### src/rtl/gtp_link_pkg.sv
// Shared definitions for the 16-bit GTP lane framer and deframer.
// Holds the K/D character codes, the fixed control words and the link
// state enumeration, so both link ends agree on the framing.
package gtp_link_pkg;

  localparam logic [7:0] K28_5 = 8'hBC;
  localparam logic [7:0] K27_7 = 8'hFB;
  localparam logic [7:0] K29_7 = 8'hFD;
  localparam logic [7:0] D16_2 = 8'h50;

  // Control words carry the K character in the low byte only.
  localparam logic [15:0] IDLE_W = {D16_2, K28_5};
  localparam logic [15:0] EOF_W  = {8'h00, K29_7};

  typedef enum logic [2:0] {
    StIdle,
    StData,
    StChk,
    StEof,
    StGap
  } link_state_e;

  // Start-of-frame word: sequence number in the high byte, K27.7 in the low byte.
  function automatic logic [15:0] sof_word(input logic [7:0] seq);
    return {seq, K27_7};
  endfunction

endpackage

### src/rtl/gtp_tx_framer.sv
// Transmit framer for one 16-bit GTP lane.
// Wraps a valid/ready payload stream into SOF / payload / checksum / EOF frames
// and fills every other word with comma idles so the receiver keeps alignment.
//
// Ports:
//   clk         lane user clock
//   rst_n       synchronous active-low reset
//   en          link enable; gates the start of new frames only
//   s_data      payload word
//   s_valid     payload word valid
//   s_last      final payload word of a frame
//   s_ready     payload accepted on s_valid & s_ready (combinational)
//   tx_data     word to GTP TXDATA (registered)
//   tx_charisk  K flag for the low byte (registered)
//   busy        high while SOF..EOF is on tx_data (registered)
//   trunc       one-cycle pulse with the word that hits MAX_LEN without s_last
module gtp_tx_framer
  import gtp_link_pkg::*;
#(
  parameter int unsigned MAX_LEN = 256,
  parameter int unsigned MIN_GAP = 4
) (
  input  logic        clk,
  input  logic        rst_n,
  input  logic        en,
  input  logic [15:0] s_data,
  input  logic        s_valid,
  input  logic        s_last,
  output logic        s_ready,
  output logic [15:0] tx_data,
  output logic        tx_charisk,
  output logic        busy,
  output logic        trunc
);

  localparam int unsigned CntW = $clog2(MAX_LEN + 1);
  localparam int unsigned GapW = $clog2(MIN_GAP + 1);
  localparam logic [CntW-1:0] MaxCnt  = CntW'(MAX_LEN);
  localparam logic [GapW-1:0] GapLoad = GapW'(MIN_GAP);
  localparam logic [GapW-1:0] GapOne  = GapW'(1);

  link_state_e     state_q, state_d;
  logic [7:0]      seq_q, seq_d;
  logic [15:0]     chk_q, chk_d;
  logic [CntW-1:0] cnt_q, cnt_d;
  logic [GapW-1:0] gap_q, gap_d;
  logic            drop_q, drop_d;

  logic [15:0]     tx_data_q, tx_data_d;
  logic            tx_k_q, tx_k_d;
  logic            busy_q, busy_d;
  logic            trunc_q, trunc_d;

  logic            start;
  logic            hs;
  logic [CntW-1:0] cnt_inc;
  logic            hit_max;

  // A pending drop blocks frame start so the tail of a truncated frame is never
  // mistaken for the head of the next one.
  assign start   = (state_q == StIdle) && en && s_valid && !drop_q;
  assign hs      = s_valid && s_ready;
  assign cnt_inc = cnt_q + 1'b1;
  assign hit_max = (cnt_inc == MaxCnt);

  // State register and registered outputs.
  always_ff @(posedge clk) begin
    if (!rst_n) begin
      state_q   <= StGap;
      seq_q     <= 8'd0;
      chk_q     <= 16'd0;
      cnt_q     <= '0;
      gap_q     <= GapLoad;
      drop_q    <= 1'b0;
      tx_data_q <= IDLE_W;
      tx_k_q    <= 1'b1;
      busy_q    <= 1'b0;
      trunc_q   <= 1'b0;
    end else begin
      state_q   <= state_d;
      seq_q     <= seq_d;
      chk_q     <= chk_d;
      cnt_q     <= cnt_d;
      gap_q     <= gap_d;
      drop_q    <= drop_d;
      tx_data_q <= tx_data_d;
      tx_k_q    <= tx_k_d;
      busy_q    <= busy_d;
      trunc_q   <= trunc_d;
    end
  end

  // Next-state and datapath.
  always_comb begin
    state_d = state_q;
    seq_d   = seq_q;
    chk_d   = chk_q;
    cnt_d   = cnt_q;
    gap_d   = gap_q;
    drop_d  = drop_q;
    unique case (state_q)
      StIdle: begin
        if (start) begin
          state_d = StData;
          seq_d   = seq_q + 8'd1;
          chk_d   = 16'd0;
          cnt_d   = '0;
        end
      end
      StData: begin
        if (hs) begin
          chk_d = chk_q + s_data;
          cnt_d = cnt_inc;
          if (s_last || hit_max) state_d = StChk;
          if (hit_max && !s_last) drop_d = 1'b1;
        end
      end
      StChk: state_d = StEof;
      StEof: begin
        state_d = StGap;
        gap_d   = GapLoad;
      end
      StGap: begin
        gap_d = gap_q - 1'b1;
        if (gap_q <= GapOne) state_d = StIdle;
      end
      default: state_d = StGap;
    endcase
    // Discarded words outside DATA: the final one ends the drop.
    if (drop_q && hs && s_last && (state_q != StData)) drop_d = 1'b0;
  end

  // Outputs: s_ready directly, the rest as next values for the output flops.
  always_comb begin
    s_ready   = (state_q == StData) || drop_q;
    tx_data_d = IDLE_W;
    tx_k_d    = 1'b1;
    busy_d    = 1'b0;
    trunc_d   = 1'b0;
    unique case (state_q)
      StIdle: begin
        if (start) begin
          tx_data_d = sof_word(seq_q);
          busy_d    = 1'b1;
        end
      end
      StData: begin
        busy_d = 1'b1;
        // No handshake leaves IDLE_W as in-frame fill.
        if (hs) begin
          tx_data_d = s_data;
          tx_k_d    = 1'b0;
          trunc_d   = hit_max && !s_last;
        end
      end
      StChk: begin
        tx_data_d = chk_q;
        tx_k_d    = 1'b0;
        busy_d    = 1'b1;
      end
      StEof: begin
        tx_data_d = EOF_W;
        busy_d    = 1'b1;
      end
      StGap: ;
      default: ;
    endcase
  end

  assign tx_data    = tx_data_q;
  assign tx_charisk = tx_k_q;
  assign busy       = busy_q;
  assign trunc      = trunc_q;

endmodule

### config.mk
export PLATFORM = sky130hd
export DESIGN_NAME = gtp_tx_framer
export DESIGN_NICKNAME = d
export VERILOG_FILES = /design/src/rtl/gtp_link_pkg.sv /design/src/rtl/gtp_tx_framer.sv
export SDC_FILE = /design/constraint.sdc
export NUM_CORES = 1
export LEC_CHECK = 0
export ABC_AREA = 1
export BUFFER_PORTS_ARGS = -buffer_cell sky130_fd_sc_hd__buf_2
export CELL_PAD_IN_SITES_DETAIL_PLACEMENT = 2
export CELL_PAD_IN_SITES_GLOBAL_PLACEMENT = 2
export CORE_MARGIN = 3
export CORE_UTILIZATION = 30
export CTS_CLUSTER_SIZE = 10
export DETAILED_ROUTE_END_ITERATION = 6
export PLACE_DENSITY = 0.77
export SYNTH_ARGS = -nofsm -noshare
export SYNTH_HDL_FRONTEND = slang
export SYNTH_SLANG_ARGS = --single-unit
### constraint.sdc
create_clock -name clk -period 4.6 [get_ports clk]
set_input_delay 0.23 -clock clk [delete_from_list [all_inputs] [get_ports clk]]
set_output_delay 0.23 -clock clk [all_outputs]
set_load 0.05 [all_outputs]
Word-level counts from Yosys, hierarchy flattened --
Cells that the tools add are included.
Cells by class: bitwise operators 1, reduce and logical (&&, ||, !) cells 22, eq/ne operators 10, add/subtract/negate cells 4, $lt $le $gt $ge 1, divide/modulo/power cells 0, shifts and indexed selects 0, multiply operators 0, muxes and demuxes 19
Operators with widths (number):
- 16-bit 2-to-1 mux | 4
- 16-bit case mux with 4 select lines | 1
- 16-bit case mux with 2 select lines | 1
- 9-bit 2-to-1 mux | 2
- 9-bit case mux with 2 select lines | 1
- 16-bit adder | 1
- 3-bit 2-to-1 mux | 4
- 3-bit case mux with 4 select lines | 1
- 9-bit by 1-bit adder with 9-bit output (second input constant) | 1
- 9-bit == test (second input constant) | 1
- 3-bit AND reduction | 3
- 8-bit by 1-bit adder with 8-bit output (second input constant) | 1
- 1-bit logical AND | 8
- 2-bit inequality test (second input constant) | 4
- 3-bit by 2-bit == test with 1-bit output (second input constant) | 2
- 3-bit case mux with 2 select lines | 1
- 1-bit case mux with 2 select lines | 2
- 4-bit AND reduction | 1
- 2-bit nonzero test | 2
- 3-bit by 1-bit == test with 1-bit output (second input constant) | 1
- 3-bit == test (second input constant) | 1
- 3-bit by 1-bit less-or-equal comparator with 1-bit output (second input constant) | 1
- 3-bit logical NOT | 1
- 3-bit by 1-bit inequality test with 1-bit output (second input constant) | 1
- other kinds (8) | 11
Storage, ports and cells: flip-flop bits (word level) 59, bits of input ports 21, RAM bits 0, output and inout port bits 20, bits in latches 0, memory bits (read-only) 0, word-level logic and storage cells 67, memories 0

Depth between registers and ports, before layout --
Gate-level depths: netlist of run 1.
depth in word-level cells 7, mapped depth 13, depth with buffers taken out 13

Worst setup path after synthesis of run 1 --
No wires, ideal clock.
path type register to register, start register chk_q[0], end register chk_q[14], data required time 4.468 ns, stages on the path, launching flop included 11, arrival time 1.491 ns, buffers on the path 0, library setup time 0.132 ns, clock period less this slack 1.623 ns, setup slack 2.977 ns, cell sequence dfxtp_1 -> ha_1 -> fa_1 -> nand3_1 -> nand2_1 -> nand3_1 -> nand2_1 -> nand2_1 -> nand3b_1 -> nand3_1 -> a21oi_1
Between the ends: word-level cells in the longest chain between the ends 3
RTL lines:
- start: declaration | line gtp_tx_framer.sv:44 | logic [15:0] chk_q, chk_d;
- start signal: assignment | line gtp_tx_framer.sv:82 | chk_q <= chk_d;
- 16-bit adder | line gtp_tx_framer.sv:112 | chk_d = chk_q + s_data;
- 16-bit 2-to-1 mux | line gtp_tx_framer.sv:111 | if (hs) begin
- 16-bit case mux with 2 select lines | line gtp_tx_framer.sv:101 | unique case (state_q)
Every way passes these cells. The select of a mux whose other input is x is not followed. A chain may end at the register's enable or synchronous reset.

Final worst setup path of run 1 --
Ends and elaborated chain as after synthesis.

==> impl_metrics.py, run 1 <==
metrics = {
    "run_status": {
        "status": "finished clean",
    },
    "timing": {
        "whs_ps": 134,
        "worstMarginPinSlew_ps": 697,
        "min_period_ps": 1960,
        "finClkSkew_ps": 11.9,
        "finalCritPeriodShare_pct": 42.5,
        "setup_viol": 0,
        "tns_ps": 0,
        "clock.fmax_ghz": 0.511,
        "grt_setup_unrepaired": "no",
        "setup_slack_ps": 2640,
        "report.final.slew_viol_count": 0,
        "maxSlewHeadroom_pct": 53.5,
        "finalHoldViolations": 0,
    },
    "worst_hold_path": {
        "hp-start": "s_data[3]",
        "hold_class": "input port to register",
    },
    "clock_network": {
        "cts-root-buf": "clkbuf_8",
        "cts_made_buffers": 9,
        "insertion_delay_ps": 360,
        "tritoncts": "done",
        "cts_setup_buffers": 0,
        "cts_num_sinks": 59,
        "ctsResizeCount": 0,
        "clk_path_buf_depth": 2,
        "clk_pin_slew_ps": 70,
        "htreeDepth": 3,
        "ctsHoldBuffers": 0,
    },
    "layout": {
        "num-nets-final": 555,
        "n_antenna_cell": 0,
        "multi_input_area_sq_um": 1910,
        "final_cell_mix": "nand2_1, dfxtp_1, a21oi_1",
        "layout_commonest_cell": "nand2_1",
        "regArea_sq_um": 1180,
        "nFillCells": 1299,
        "final_cells": 654,
        "fin_area_sq_um": 3800,
        "area_growth_pct": 14.2,
        "drive_gt1_share_pct": 14.7,
    },
    "placement": {
        "pre_cts_ws_ps": 2440,
        "io_buffer_count": 40,
        "place_hpwl_microns": 8770,
        "placedCellCount": 639,
        "gp_congestion": 0.774,
        "place_area_sq_um": 3620,
    },
    "critical_path": {
        "endpoint_kind": "register",
        "path_delay_family": "simple AND/OR/NAND/NOR gates",
        "crit_top_cell": "nand2_1",
        "crit_path_max_fanout": 5,
        "path_cells": "ha_1 -> fa_1 -> nand3_1 -> nand2_1 -> nand3_1 -> nand2_1 -> nand2_1 -> nand2_1 -> nand2_1 -> nand3_1 -> a21oi_1",
        "r2r_cells": 11,
        "crit_type": "register to register",
        "reg2reg_to": "chk_q[14]",
        "critPathLaunchType": "register",
        "max_stage_delay_ps": 410,
        "crit_buf_inv": 0,
        "r2r-start": "chk_q[0]",
        "crit_required_ps": 4870,
        "slowest_stage": "fa_1",
        "reg2reg_slack_ps": 2640,
        "cp-endpoint": "chk_q[14]",
        "path_depth": 11,
        "critPathLaunch": "chk_q[0]",
        "cp.arrival_ps": 2230,
    },
    "global_routing": {
        "grt_pass1_vias": 3686,
        "grt_pass1_wl_microns": 18500,
        "antenna_found_initial": 0,
        "grt_max_degree": 36,
        "grt_usage_pct": 18.7,
        "gr-total-overflow": 0,
    },
    "synthesis": {
        "synthesis.area_sq_um": 3330,
        "synth-seq-cells": 59,
        "synth_flop_cell": "dfxtp_1",
        "syn_inst": 474,
        "yosysUniqueCellTypes": 39,
        "syn_area_per_cell_sq_um": 7.02,
        "ys_seq_area_share_pct": 35.5,
        "synth_edf_count": 0,
        "yosys_warnings": 0,
        "synthArstFlopShare_pct": 0,
        "syn_nets": 515,
    },
    "floorplan": {
        "die_area_sq_um": 12400,
        "die_y_microns": 111,
        "core-area_sq_um": 10600,
        "die-width_microns": 111,
        "initial_core_util_pct": 31.5,
        "num_rows": 37,
        "ios": 41,
    },
    "route": {
        "firstDrtPassIters": 4,
        "wl_per_cell_microns": 17.3,
        "drt_iter0_drc": 112,
        "ant_nets": 0,
        "via_per_inst": 5.11,
        "vias": 3339,
        "drc": 0,
        "wl_microns": 11300,
    },
    "pwr": {
        "peakVddDrop_v": 0.000135,
        "p_leak_nw": 1.64,
        "power_density_nw_per_um2": 370,
    },
    "run": {
        "drv_cap": 0,
    },
}
[cells by family (layout without fill, tap and decap cells)]
group                      count (synthesis)  after routing  synth area share, %
adders and majority gates                 20             20                 7.74
and+or+nand+nor                          241            241                 32.7
buffers and inverters                     55             99                 7.26
DFF                                       59             59                 35.5
AOI/OAI and AO/OA                         96             96                 16.1
xor gates and xnor gates                   3              3                0.790
[flip-flops by register name (all words and copies together) (netlist names)]
name and flops:
busy 1, chk_q 16, cnt_q 9, drop_q 1, gap_q 3, seq_q 8, state_q 3, trunc 1
tx_charisk 1, tx_data 16
[power breakdown]
part / switching, mW / internal, mW
sequential: 0.0342 / 0.551
clock: 0.215 / 0.235
combinational: 0.262 / 0.109
[metal layers]
metal / share of wire, % / routed length, microns / track usage (%)
met5: 0 / 0 / 0
met2: 50 / 5660 / 32.7
met1: 47 / 5270 / 23.3
met3: 1.8 / 198 / 3.11
met4: 1.5 / 175 / 6.33
[worst min-delay path by stage]
stage                      end  cells past startpoint  slack (ps)
global route        tx_data[3]                      3         140
global placement      gap_q[0]                      1         460
floorplan             chk_q[2]                      2         370
detailed placement    chk_q[2]                      2         480
finish              tx_data[3]                      3         130
CTS                 tx_data[3]                      3         120
[cell usage after synthesis (2+ instances only)]
| library cell | number | area share [%] |
|---|---|---|
| o21ai_0 | 20 | 3.0 |
| nor2_1 | 42 | 4.7 |
| nor2_4 | 4 | 1.4 |
| xnor2_1 | 2 | 0.53 |
| o21ai_1 | 4 | 0.60 |
| a21o_1 | 2 | 0.45 |
| clkbuf_1 | 4 | 0.45 |
| nor3_1 | 9 | 1.4 |
| dfxtp_1 | 59 | 35 |
| nand4_1 | 5 | 0.94 |
| a221oi_1 | 4 | 1.1 |
| o2111ai_1 | 3 | 0.79 |
| inv_2 | 6 | 0.68 |
| ha_1 | 19 | 7.1 |
| inv_1 | 38 | 4.3 |
| nand3b_1 | 6 | 1.4 |
| nand3_1 | 39 | 5.9 |
| nand2_1 | 123 | 14 |
| buf_4 | 3 | 0.68 |
| buf_6 | 3 | 1.0 |
| a21oi_1 | 53 | 8.0 |
| a31oi_1 | 3 | 0.56 |
| nand2_2 | 2 | 0.38 |
| nor2_2 | 6 | 1.1 |
[worst reg2reg max path, stage by stage, from the launching register on]
cell	delay (ps)
dfxtp_1	320
ha_1	220
fa_1	410
nand3_1	110
nand2_1	150
nand3_1	100
nand2_1	110
nand2_1	110
nand2_1	70
nand2_1	70
nand3_1	60
a21oi_1	140
[per-stage QoR]
step,power [mW],util (%)
detailed placement,0.971,34.3
floorplan,0.866,-
CTS,1.42,36.0
global route,1.49,36.0
global placement,0.951,34.3
finish,1.41,36.0
[area by class of cell]
type | count | area share (%)
multi-input cells | 360 | 50.1
flip-flops and latches | 59 | 31.1
repair buffers | 40 | 5.27
well taps | 136 | 4.48
clock buffers | 13 | 4.44
inverters | 44 | 4.34
clock inverters | 2 | 0.263
(Power assumes the default switching activity.)
==> run 2: changes to the inputs <==
--- a/config.mk
+++ b/config.mk
@@ -10,10 +10,10 @@
 export CELL_PAD_IN_SITES_DETAIL_PLACEMENT = 2
 export CELL_PAD_IN_SITES_GLOBAL_PLACEMENT = 2
 export CORE_MARGIN = 3
-export CORE_UTILIZATION = 30
+export CORE_UTILIZATION = 29
 export CTS_CLUSTER_SIZE = 10
 export DETAILED_ROUTE_END_ITERATION = 6
-export PLACE_DENSITY = 0.77
+export PLACE_DENSITY = 0.78
 export SYNTH_ARGS = -nofsm -noshare
 export SYNTH_HDL_FRONTEND = slang
 export SYNTH_SLANG_ARGS = --single-unit
==> constraint.sdc (replaced) <==
create_clock -name clk -period 1.6 [get_ports clk]
set_input_delay 0.08 -clock clk [delete_from_list [all_inputs] [get_ports clk]]
set_output_delay 0.08 -clock clk [all_outputs]
set_load 0.05 [all_outputs]
==> impl_metrics.py, run 2 (synthesis gave the netlist of run 1 again) <==
metrics = {
    "clock_network": {
        "htreeDepth": 3,
        "tritoncts": "done",
        "ctsHoldBuffers": 0,
        "insertion_delay_ps": 360,
        "cts-root-buf": "clkbuf_16",
        "cts_made_buffers": 9,
        "clk_pin_slew_ps": 60,
        "clk_path_buf_depth": 2,
        "cts_num_sinks": 59,
    },
    "pwr": {
        "p_leak_nw": 2.13,
        "peakVddDrop_v": 0.000695,
        "power_density_nw_per_um2": 1130,
    },
    "route": {
        "wl_per_cell_microns": 26.2,
        "via_per_inst": 5.58,
        "wl_met2_microns": 10300,
        "wl_met1_microns": 7000,
        "met3_length_microns": 957,
        "drc": 0,
        "ant_nets": 0,
        "wl_microns": 19200,
        "drt_iter0_drc": 202,
        "firstDrtPassIters": 4,
        "vias": 4074,
        "highest_layer": "met4",
    },
    "placement": {
        "io_buffer_count": 40,
        "gp_congestion": 0.845,
        "place_hpwl_microns": 9480,
    },
    "timing": {
        "grt_setup_unrepaired": "yes",
        "report.final.slew_viol_count": 0,
        "finalCritPeriodShare_pct": 116,
        "worstMarginPinSlew_ps": 497,
        "maxSlewHeadroom_pct": 66.8,
        "finClkSkew_ps": 13.2,
        "clock.fmax_ghz": 0.539,
        "finalHoldViolations": 0,
        "setup_slack_ps": -256,
        "setup_viol": 15,
        "tns_ps": -1320,
        "whs_ps": 19.3,
        "min_period_ps": 1860,
    },
    "global_routing": {
        "grt_usage_pct": 25.7,
        "antenna_found_initial": 0,
        "grt_pass1_wl_microns": 25000,
        "grt_pass1_vias": 4506,
        "gr-total-overflow": 0,
        "grt_max_degree": 35,
    },
    "run": {
        "drv_cap": 0,
    },
    "critical_path": {
        "critPathLaunch": "chk_q[5]",
        "crit_path_max_fanout": 5,
        "crit_required_ps": 1810,
        "endpoint_kind": "register",
        "cp.arrival_ps": 2060,
        "crit_type": "register to register",
        "critPathLaunchType": "register",
        "r2r-start": "chk_q[5]",
    },
    "floorplan": {
        "initial_core_util_pct": 30.2,
        "die-width_microns": 113,
        "die_y_microns": 113,
        "die_area_sq_um": 12800,
        "num_rows": 38,
        "core-area_sq_um": 11000,
        "ios": 41,
    },
    "layout": {
        "layout_commonest_cell": "nand2_1",
        "drive_gt1_share_pct": 42.5,
        "num-nets-final": 626,
        "final_cell_mix": "nand2_1, buf_4, dfxtp_1",
        "n_antenna_cell": 0,
        "area_growth_pct": 52.5,
        "nFillCells": 1211,
    },
    "run_status": {
        "violations": "setup timing",
        "status": "finished with violations",
    },
    "worst_hold_path": {
        "hold_class": "input port to register",
        "hp-start": "s_data[7]",
    },
}
run 2: cell types whose count changed in the layout (fill, tap and decap cells not counted), moves of 10 or more:
cell	change
buf_4	+62
nand2_1	-17
dfxtp_1	-16
nand3_1	-16
a21oi_1	-14
ha_1	-14
ha_4	+14
a21oi_2	+13
dfxtp_2	+12
nand3_2	+12
clkbuf_8	-10
nor2_1	-10
run 2: cell type report:
cell class / instances / area (sq um) / share of cell area [%]
tap: 140 / 175 / 3.45
multi-input combinational: 360 / 2420 / 47.7
timing repair buffer: 110 / 764 / 15.1
timing repair inverter: 1 / 5.00 / 0.0986
inverter: 44 / 169 / 3.33
clock buffer: 11 / 253 / 4.98
clock inverter: 5 / 75.1 / 1.48
sequential: 59 / 1210 / 23.9
run 2: layer usage:
metal | vias up | track usage [%]
met5 | - | 0
met1 | 2034 | 27.8
met2 | 150 | 47.3
met3 | 67 | 6.84
li1 | 1823 | -
met4 | 0 | 10.7
run 2: power breakdown:
part           switching (mW)  leakage, nW  internal, mW  total (mW)
logic                    1.12         1.47         0.671        1.79
registers               0.106        0.486          1.59        1.70
clock network           0.807        0.165          1.44        2.25
total                    2.03         2.13          3.70        5.74
run 2: path summary, 6_finish.rpt:
path / end / slack (ps) / depth (start not counted)
worst min-delay path: tx_data[7] / 20 / 3
worst min register to register: gap_q[2] / 490 / 1
worst max-delay path: chk_q[12] / -260 / 9
worst max register to register: chk_q[12] / -260 / 9
run 2: worst max-delay path: stages, from the launching register on:
cell     delay (ps)
dfxtp_1         390
ha_4            240
a21oi_2         280
o21ai_2         160
nand2_1         120
nand3_2         100
nor2_1          190
nor2_1           70
nand2_1          70
a21oi_1          80
run 2: stage by stage:
stage               area, sq um  total power [mW]  std cells  util, %  setup WS [ps]
finish                     5080              5.74        730     46.0           -256
global route               5080              5.96        730     46.0           -349
CTS                        4680              5.32        717     42.4          -40.7
detailed placement         4010              3.00        692     36.4           -207
global placement           4010              2.92        692     36.4          -47.0
floorplan                  3330              2.49        474        -           26.7
run 2: timing repair:
item	in CTS	in global routing
setup buffers	9	12
hold endpoints to repair	0	0
resized for setup	56	82
endpoints found under the setup margin	20	43
gates cloned	0	1
pin swaps	15	22
==> run 3: changes to the inputs <==
--- a/config.mk
+++ b/config.mk
@@ -10,10 +10,11 @@
 export CELL_PAD_IN_SITES_DETAIL_PLACEMENT = 2
 export CELL_PAD_IN_SITES_GLOBAL_PLACEMENT = 2
 export CORE_MARGIN = 3
-export CORE_UTILIZATION = 29
+export CORE_UTILIZATION = 30
 export CTS_CLUSTER_SIZE = 10
 export DETAILED_ROUTE_END_ITERATION = 6
-export PLACE_DENSITY = 0.78
+export PLACE_DENSITY = 0.77
+export SLEW_MARGIN = 20
 export SYNTH_ARGS = -nofsm -noshare
 export SYNTH_HDL_FRONTEND = slang
 export SYNTH_SLANG_ARGS = --single-unit
==> constraint.sdc (replaced) <==
create_clock -name clk -period 1.75 [get_ports clk]
set_input_delay 0.0875 -clock clk [delete_from_list [all_inputs] [get_ports clk]]
set_output_delay 0.0875 -clock clk [all_outputs]
set_load 0.05 [all_outputs]
==> impl_metrics.py, run 3 (synthesis gave the netlist of run 1 again) <==
metrics = {
    "placement": {
        "io_buffer_count": 40,
        "place_hpwl_microns": 9020,
        "placedCellCount": 659,
        "gp_congestion": 0.843,
        "pre_cts_ws_ps": -34.1,
    },
    "critical_path": {
        "endpoint_kind": "register",
        "crit_type": "register to register",
        "critPathLaunchType": "register",
        "cp.arrival_ps": 1990,
        "crit_path_max_fanout": 4,
        "crit_required_ps": 2030,
    },
    "pwr": {
        "fin_total_pwr_mw": 3.94,
        "peakVddDrop_v": 0.000379,
        "p_leak_nw": 1.77,
        "power_density_nw_per_um2": 945,
    },
    "floorplan": {
        "die_y_microns": 111,
        "core-area_sq_um": 10600,
        "die-width_microns": 111,
        "initial_core_util_pct": 31.5,
        "ios": 41,
        "num_rows": 37,
        "die_area_sq_um": 12400,
    },
    "run": {
        "drv_cap": 0,
    },
    "route": {
        "ant_nets": 0,
        "via_per_inst": 5.22,
        "firstDrtPassIters": 4,
        "vias": 3547,
        "wl_per_cell_microns": 17.4,
        "drc": 0,
        "wl_microns": 11900,
        "drt_iter0_drc": 104,
    },
    "clock_network": {
        "insertion_delay_ps": 350,
        "clk_path_buf_depth": 2,
        "cts_num_sinks": 59,
        "cts-root-buf": "clkbuf_8",
        "cts_made_buffers": 9,
        "clk_pin_slew_ps": 60,
        "tritoncts": "done",
        "htreeDepth": 3,
    },
    "timing": {
        "setup_viol": 0,
        "grt_setup_unrepaired": "yes",
        "finalCritPeriodShare_pct": 98.1,
        "clock.fmax_ghz": 0.582,
        "report.final.slew_viol_count": 0,
        "setup_slack_ps": 32.7,
        "maxSlewHeadroom_pct": 76.3,
        "finClkSkew_ps": 11.6,
        "worstMarginPinSlew_ps": 354,
        "tns_ps": 0,
        "min_period_ps": 1720,
        "finalHoldViolations": 0,
    },
    "layout": {
        "final_cells": 680,
        "layout_commonest_cell": "nand2_1",
        "num-nets-final": 581,
        "n_antenna_cell": 0,
        "area_growth_pct": 25.2,
        "final_cell_mix": "nand2_1, dfxtp_1, a21oi_1",
        "drive_gt1_share_pct": 26.1,
    },
    "global_routing": {
        "antenna_found_initial": 0,
        "grt_max_degree": 17,
        "gr-total-overflow": 0,
        "grt_usage_pct": 19.3,
        "grt_pass1_wl_microns": 19300,
        "grt_pass1_vias": 3826,
    },
    "worst_hold_path": {
        "hold_class": "input port to register",
    },
    "run_status": {
        "status": "finished clean",
    },
}
-- run 3: changes by cell type in the layout (fill, tap and decap cells not counted), sizes merged --
cell         before  now
clkbuf           11   13
clkinv            3    1
bufinv            2    1
buf             110   65
clkinvlp          2    1
dlygate4sd3       0    1
-- run 3: where the power goes --
group / leakage (nW) / switching (mW) / internal, mW
clock network: 0.0995 / 0.563 / 0.727
registers: 0.479 / 0.0898 / 1.45
logic: 1.19 / 0.753 / 0.357
total: 1.77 / 1.41 / 2.53
-- run 3: metal layers --
metal / track usage [%] / share of wire (%) / vias to the layer above
met5: 0 / 0 / -
met4: 6.89 / 1.4 / 0
met3: 3.33 / 2.3 / 12
met2: 34.6 / 52 / 46
met1: 23.1 / 44 / 1770
li1: - / - / 1719
-- run 3: layout make-up --
type | count | area, sq um
Inverter | 44 | 169
Sequential cell | 59 | 1190
Tap cell | 136 | 170
Clock buffer | 13 | 159
Multi-Input combinational cell | 360 | 2050
Timing Repair Buffer | 66 | 398
Clock inverter | 2 | 35.0
Fill cell | 1268 | 6390
-- run 3: what timing repair did --
action / CTS / global route
gates resized for setup: 2 / 43
endpoints found under the setup margin: 4 / 19
hold buffers: 1 / 0
buffers inserted: 0 / 5
endpoints found under the hold margin: 1 / 0
pin swaps: 0 / 7
-- run 3: worst paths after layout --
path                                start         end  slack, ps  cells after the start
worst max-delay path             chk_q[0]   chk_q[10]         30                     11
worst min-delay path            s_data[3]  tx_data[3]         10                      3
worst max register to register   chk_q[0]   chk_q[10]         30                     11
worst min register to register   gap_q[0]    gap_q[0]        490                      1
-- run 3: metrics by stage --
step | util [%] | cell area, sq um | hold slack [ps]
global placement | 35.7 | 3770 | 351
CTS | 37.7 | 3980 | 1.19
detailed placement | 35.7 | 3770 | 364
finish | 39.5 | 4170 | 12.6
global route | 39.5 | 4170 | 26.9
floorplan | - | 3330 | 226
-- run 3: critical path, cell delays in order (launching register included) --
cell	delay (ps)
dfxtp_1	320
ha_2	190
fa_2	350
nand3_2	80
nand2_2	90
nand3_1	90
nand2_2	80
nand2_1	100
nand2_1	60
nand2_1	60
nand3_1	90
a21oi_1	140
